## config.mk

```make
export PLATFORM = sky130hd
export DESIGN_NAME = rss_gain_normalizer
export DESIGN_NICKNAME = d
export VERILOG_FILES = /design/src/rtl/rss_gain_normalizer_pkg.sv /design/src/rtl/seq_restoring_divider.sv /design/src/rtl/rss_gain_normalizer.sv
export SDC_FILE = /design/constraint.sdc
export NUM_CORES = 2
export LEC_CHECK = 0
export CAP_MARGIN = 20
export CORE_ASPECT_RATIO = 1.75
export CORE_UTILIZATION = 40
export DETAILED_ROUTE_END_ITERATION = 8
export PLACE_DENSITY = 0.55
export SLEW_MARGIN = 20
export SYNTH_ARGS = -nofsm -noshare
export SYNTH_HDL_FRONTEND = slang
export SYNTH_SLANG_ARGS = --single-unit
export TNS_END_PERCENT = 30
```

## constraint.sdc

```tcl
create_clock -name clk -period 10.8 [get_ports clk]
set_clock_uncertainty 0.1 [all_clocks]
set_input_delay 1.62 -clock clk [delete_from_list [all_inputs] [get_ports clk]]
set_output_delay 1.62 -clock clk [all_outputs]
set_load 0.01 [all_outputs]
```

## src/rtl/rss_gain_normalizer_pkg.sv

```systemverilog
// Shared definitions for the RSS gain normalizer.
// Holds the default widths, the control state enum and the saturating
// narrow helper used by both the gain path and the sample scaling path.
package rss_gain_normalizer_pkg;

    localparam int unsigned DATA_W = 32;
    localparam int unsigned FRAC_W = 16;
    // Numerator width of the gain division: target << FRAC_W
    localparam int unsigned NUM_W  = DATA_W + FRAC_W;
    // Product width with one spare bit so the rounding add cannot wrap
    localparam int unsigned WIDE_W = 2 * DATA_W + 1;

    typedef enum logic [1:0] {
        IDLE   = 2'd0,
        DIVIDE = 2'd1,
        LOAD   = 2'd2,
        EMIT   = 2'd3
    } state_t;

    // Clamp a wide unsigned value to DATA_W bits (all-ones on overflow)
    function automatic logic [DATA_W-1:0] sat_narrow(input logic [WIDE_W-1:0] value);
        if (|value[WIDE_W-1:DATA_W]) begin
            return '1;
        end
        return value[DATA_W-1:0];
    endfunction

endpackage

```

## src/rtl/seq_restoring_divider.sv

```systemverilog
// Sequential restoring divider, one quotient bit per cycle, MSB first.
// The first iteration is performed on the start edge itself, so a full
// NUM_W-bit quotient is ready NUM_W-1 edges later and done pulses in the
// cycle right after the final iteration.
// Ports:
//   clk, rst     : clock, synchronous active-high reset
//   start        : load numerator/denominator and begin (ignored while running)
//   numerator    : NUM_W-bit dividend
//   denominator  : DEN_W-bit divisor (caller guarantees nonzero)
//   done         : one-cycle pulse, quotient valid from this cycle on
//   quotient     : full NUM_W-bit quotient, held until the next start
module seq_restoring_divider
    import rss_gain_normalizer_pkg::*;
#(
    parameter int unsigned NUM_W_P = NUM_W,
    parameter int unsigned DEN_W_P = DATA_W
) (
    input  logic               clk,
    input  logic               rst,
    input  logic               start,
    input  logic [NUM_W_P-1:0] numerator,
    input  logic [DEN_W_P-1:0] denominator,
    output logic               done,
    output logic [NUM_W_P-1:0] quotient
);

    localparam int unsigned CNT_W = $clog2(NUM_W_P + 1);

    logic               running;
    logic [CNT_W-1:0]   cnt;
    logic [DEN_W_P-1:0] rem_q;
    logic [DEN_W_P-1:0] den_q;
    // Dividend bits shift out at the top while quotient bits shift in below
    logic [NUM_W_P-1:0] acc_q;

    logic               load_c;
    logic [DEN_W_P-1:0] rem_src_c;
    logic [DEN_W_P-1:0] den_src_c;
    logic [NUM_W_P-1:0] acc_src_c;
    logic [DEN_W_P:0]   trial_c;
    logic               fits_c;
    logic [DEN_W_P-1:0] rem_nxt_c;
    logic [NUM_W_P-1:0] acc_nxt_c;

    // One restoring step; on load it works straight from the port operands
    always_comb begin
        load_c    = start && !running;
        rem_src_c = load_c ? '0 : rem_q;
        den_src_c = load_c ? denominator : den_q;
        acc_src_c = load_c ? numerator : acc_q;
        trial_c   = {rem_src_c, acc_src_c[NUM_W_P-1]};
        fits_c    = trial_c >= {1'b0, den_src_c};
        rem_nxt_c = fits_c ? DEN_W_P'(trial_c - {1'b0, den_src_c}) : DEN_W_P'(trial_c);
        acc_nxt_c = {acc_src_c[NUM_W_P-2:0], fits_c};
    end

    always_ff @(posedge clk) begin
        if (rst) begin
            running <= 1'b0;
            done    <= 1'b0;
            cnt     <= '0;
            rem_q   <= '0;
            den_q   <= '0;
            acc_q   <= '0;
        end else begin
            done <= 1'b0;
            if (load_c) begin
                running <= 1'b1;
                den_q   <= denominator;
                rem_q   <= rem_nxt_c;
                acc_q   <= acc_nxt_c;
                cnt     <= CNT_W'(NUM_W_P - 1);
            end else if (running) begin
                rem_q <= rem_nxt_c;
                acc_q <= acc_nxt_c;
                cnt   <= cnt - CNT_W'(1);
                if (cnt == CNT_W'(1)) begin
                    running <= 1'b0;
                    done    <= 1'b1;
                end
            end
        end
    end

    assign quotient = acc_q;

endmodule

```

## src/rtl/rss_gain_normalizer.sv

```systemverilog
// Rescales a four-sample frame so its RSS magnitude matches a target level.
// gain = sat((target << FRAC_W) / magnitude), unsigned Q16.16 at defaults;
// each sample is scaled as sat((s * gain) >> FRAC_W) and emitted serially.
// Optional build macro: RSS_GAIN_ROUND_EN (round half up in the scaling).
// Ports:
//   clk, rst               : clock, synchronous active-high reset
//   in_valid / in_ready    : frame input handshake (ready only in IDLE)
//   sample0..sample3       : frame samples
//   magnitude, target      : frame RSS magnitude and desired magnitude
//   out_valid / out_ready  : scaled sample output handshake
//   out_sample             : scaled sample
//   out_index, out_last    : sample position 0..3, last flag at index 3
//   busy                   : any state other than IDLE
module rss_gain_normalizer
    import rss_gain_normalizer_pkg::*;
(
    input  logic              clk,
    input  logic              rst,
    input  logic              in_valid,
    output logic              in_ready,
    input  logic [DATA_W-1:0] sample0,
    input  logic [DATA_W-1:0] sample1,
    input  logic [DATA_W-1:0] sample2,
    input  logic [DATA_W-1:0] sample3,
    input  logic [DATA_W-1:0] magnitude,
    input  logic [DATA_W-1:0] target,
    output logic              out_valid,
    input  logic              out_ready,
    output logic [DATA_W-1:0] out_sample,
    output logic [1:0]        out_index,
    output logic              out_last,
    output logic              busy
);

`ifdef RSS_GAIN_ROUND_EN
    localparam int unsigned ROUND_HALF = 1 << (FRAC_W - 1);
`endif

    state_t                 state;
    logic [3:0][DATA_W-1:0] frame_q;
    logic [DATA_W-1:0]      gain_q;

    logic                   accept_c;
    logic                   div_start_c;
    logic                   div_done;
    logic [NUM_W-1:0]       div_quotient;
    logic [1:0]             next_idx_c;
    logic [DATA_W-1:0]      scale_src_c;
    logic [WIDE_W-1:0]      prod_c;
    logic [DATA_W-1:0]      scaled_c;

    // Divider is launched on the accept edge so its iterations line up
    // with the DIVIDE state; a zero magnitude skips it entirely.
    always_comb begin
        accept_c    = (state == IDLE) && in_valid && in_ready;
        div_start_c = accept_c && (magnitude != '0);
    end

    seq_restoring_divider #(
        .NUM_W_P (NUM_W),
        .DEN_W_P (DATA_W)
    ) u_div (
        .clk         (clk),
        .rst         (rst),
        .start       (div_start_c),
        .numerator   ({target, FRAC_W'(0)}),
        .denominator (magnitude),
        .done        (div_done),
        .quotient    (div_quotient)
    );

    // Single shared scaler: sample0 in LOAD, the following sample in EMIT
    always_comb begin
        next_idx_c  = (state == EMIT) ? out_index + 2'd1 : 2'd0;
        scale_src_c = frame_q[next_idx_c];
        prod_c      = WIDE_W'(scale_src_c) * WIDE_W'(gain_q);
`ifdef RSS_GAIN_ROUND_EN
        prod_c      = prod_c + WIDE_W'(ROUND_HALF);
`endif
        scaled_c    = sat_narrow(prod_c >> FRAC_W);
    end

    // Control FSM with registered handshake and output signals
    always_ff @(posedge clk) begin
        if (rst) begin
            state      <= IDLE;
            in_ready   <= 1'b0;
            out_valid  <= 1'b0;
            out_sample <= '0;
            out_index  <= 2'd0;
            out_last   <= 1'b0;
            busy       <= 1'b0;
            gain_q     <= '0;
            frame_q    <= '0;
        end else begin
            unique case (state)
                IDLE: begin
                    in_ready <= 1'b1;
                    if (accept_c) begin
                        frame_q  <= {sample3, sample2, sample1, sample0};
                        in_ready <= 1'b0;
                        busy     <= 1'b1;
                        if (magnitude == '0) begin
                            gain_q <= DATA_W'(1) << FRAC_W;
                            state  <= LOAD;
                        end else begin
                            state  <= DIVIDE;
                        end
                    end
                end
                DIVIDE: begin
                    if (div_done) begin
                        gain_q <= sat_narrow(WIDE_W'(div_quotient));
                        state  <= LOAD;
                    end
                end
                LOAD: begin
                    out_sample <= scaled_c;
                    out_index  <= 2'd0;
                    out_last   <= 1'b0;
                    out_valid  <= 1'b1;
                    state      <= EMIT;
                end
                EMIT: begin
                    if (out_ready) begin
                        if (out_index == 2'd3) begin
                            out_valid <= 1'b0;
                            out_last  <= 1'b0;
                            out_index <= 2'd0;
                            busy      <= 1'b0;
                            in_ready  <= 1'b1;
                            state     <= IDLE;
                        end else begin
                            out_index  <= next_idx_c;
                            out_sample <= scaled_c;
                            out_last   <= (next_idx_c == 2'd3);
                        end
                    end
                end
                default: state <= IDLE;
            endcase
        end
    end

endmodule

```

==> reports/results.txt <==
Clk pwr share -> 17.6%
FMAX -> 96.0 MHz
Filler cells -> 12,305
die area -> 125,000 um^2
Root Driver -> clkbuf_16
uppermost layer routed -> met4
Worst EP required -> 11.18 ns
GRT Total Usage -> 27.4%
crit end category -> register
Max Fanout on Critical Path -> 32
DRC -> 0
max cap viols -> 0
Die Y -> 467 um
power per standard cell area -> 118 nW/um^2
Routed Antenna Nets -> 0
status -> finished clean
router iterations before antenna repair -> 7
total wire length -> 175,000 um
clock tree from TritonCTS -> done
Peak supply drop -> 205 uV
Max-slew headroom -> 22.7%
first-pass GRT wire length -> 257,000 um
routed wl met2 -> 96,100 um
Iteration-0 DRC Markers -> 2,081
number of synthesized register bits -> 320
Hold WC Path Type -> register to register
DP HPWL -> 132,000 um
Seq pwr share -> 26.0%
RSZ-0062 raised after global routing -> false
H-tree depth -> 1
IO Count -> 234
Worst-Skew Late Latency -> 0.64 ns
synth warn -> 0
vias -> 40,258
layout cell share with drive strength beyond 1 -> 5.52%
Layout area overhead -> 13.1%
Slew @ Worst Pin -> 1.16 ns
slowest CP cell -> or4_1
sw frac -> 47.6%
width of the die -> 268 um
Avg WL per Cell -> 23.2 um
# hold bufs at CTS -> 0
post-route insts no fill -> 7,527
Core Util, Final -> 45.6%
TNS Setup -> 0 ns
Post-Syn Instances -> 5,808
Clock transition at path regs -> 0.07 ns
CP bufs+invs -> 4
Fin. Hold Viols -> 0
max-slew violations -> 0
number of synthesized flops with an enable pin -> 0
Post-synth top flop -> dfxtp_1
Top Family by Delay on Critical Path -> adder cells
synth unique cells -> 76
syn_area_per_cell -> 8.50 um^2
minimum clock period -> 10.41 ns
fin nets -> 7,256
DR vias/cell -> 5.35
sequential area share after synthesis -> 13.0%
Placed Instances -> 7,422
pin count of the biggest net entering global routing -> 174
met3 WL post-DR -> 6950 um
leading cell types in the layout, fill and taps excluded -> 904 x inv_1, 896 x fa_1, 816 x nand2_1
gr ovfl total -> 0
P_leak -> 25.8 nW
Pint -> 3.46 mW
Logic pwr share -> 56.4%
most common cell after layout, fill and taps aside -> inv_1
ys async rst share -> 0%
PortBufs -> 233
largest stage delay on the critical path -> 0.77 ns
crit share post-route -> 96.4%
Core Area -> 123,000 um^2
final setup fails -> 0
vias in the first global route -> 43,425
clk buf depth -> 3
NetSw -> 3.14 mW
Critical Path AT -> 10.80 ns
Critical Path Source Type -> register
initial antenna violation count -> 8
Syn Nets -> 7,199
Setup CP Type -> register to register
Crit path top cell by count -> fa_1
initial core utilization -> 40.3%
row count -> 170
Metal-1 WL -> 59,700 um
CTS Sinks -> 320
RD Place Congestion -> 0.963
Num CTS Buffers -> 28
Cell Area, Synth -> 49,400 um^2
## layout make-up
type | instances | area (um^2) | area share, %
clock buffers | 38 | 808 | 1.45
multi-input cells | 4211 | 38900 | 69.5
well taps | 1634 | 2040 | 3.66
inverters | 904 | 3390 | 6.07
repair buffers | 400 | 4100 | 7.33
clock inverters | 14 | 234 | 0.419
diodes | 6 | 15.0 | 0.0269
flip-flops and latches | 320 | 6430 | 11.5
## per-stage QoR
stage               setup WS, ns  area (um^2)  hold WS, ns  total power [mW]
finish                     0.386        55900        0.353              6.59
global route              0.0541        55900        0.368              6.99
CTS                        0.332        55100        0.352              6.53
detailed placement         0.354        54100        0.343              5.34
global placement           0.463        54100        0.340              5.32
floorplan                   1.33        49400        0.332              3.91
## synthesized netlist by cell type (15+ instances only)
master / instances / area share (%)
o21bai_1: 45 / 0.68
xor2_1: 27 / 0.48
nand3_1: 59 / 0.60
nor3_1: 48 / 0.49
nor2_1: 283 / 2.2
o211ai_1: 42 / 0.64
clkbuf_1: 354 / 2.7
and3_1: 15 / 0.19
fa_1: 896 / 36
nor4_1: 27 / 0.34
nand4_1: 43 / 0.54
o21a_1: 18 / 0.27
xnor2_1: 43 / 0.76
mux2i_1: 67 / 1.4
a211oi_1: 68 / 1.0
inv_1: 904 / 6.9
nor2b_1: 45 / 0.57
nand2_1: 817 / 6.2
ha_1: 299 / 7.6
a21o_1: 48 / 0.73
dfxtp_1: 320 / 13
a21oi_1: 345 / 3.5
a31oi_1: 43 / 0.54
a21oi_2: 20 / 0.35
and2_1: 715 / 9.1
o21ai_0: 63 / 0.64
## power groups by stage
stage / Sequential (mW) / Combinational (mW) / Clock [mW]
5_1_grt: 1.74 / 4.03 / 1.22
3_3_place_gp: 1.73 / 3.59 / 0
2_1_floorplan: 1.55 / 2.36 / 0
6_report: 1.71 / 3.72 / 1.16
4_1_cts: 1.71 / 3.63 / 1.19
3_5_place_dp: 1.73 / 3.61 / 0
## per-layer routing
metal  GRT usage (%)  vias to the layer above
li1                -                    18112
met1            29.0                    20726
met2            53.3                     1057
met3            1.80                      363
met4            14.4                        0
met5               0                        -
## final timing paths
path,start,endpoint,slack (ns),cells past startpoint
setup / recovery,out_index[0],out_sample[5],0.39,28
hold / removal,frame_q[117],frame_q[117],0.35,2
setup reg to reg,out_index[0],out_sample[5],0.39,28
hold reg to reg,frame_q[117],frame_q[117],0.35,2
## flip-flops by register name, indices dropped and copies added (netlist names), 2 cells and up
name,flops
u_div.cnt,6
frame_q,128
u_div.rem_q,32
u_div.den_q,32
state,2
gain_q,32
out_sample,32
u_div.quotient,48
out_index,2
## worst min-delay path, cell delays in order (launching register included)
cell and delay [ns]:
dfxtp_1 0.31, nand2_1 0.05, a21oi_1 0.05
## kinds of logic (layout without fill, tap and decap cells)
group | count (synthesis) | count (layout) | share of synthesized area, %
AND/OR/NAND/NOR | 2106 | 2106 | 21.0
AO/OA/AOI/OAI | 763 | 769 | 9.66
multiplexers | 71 | 71 | 1.45
adder cells (fa/ha/maj) | 1195 | 1195 | 43.9
buffers and inverters | 1283 | 1356 | 9.81
XOR/XNOR | 70 | 70 | 1.24
flip-flops | 320 | 320 | 13.0
other | 0 | 6 | 0
## what timing repair did
action                                  CTS  global route
endpoints found under the setup margin    0            32
resized for setup                         0            18
setup buffers                             0            41
Power figures use the tool's default switching activity.
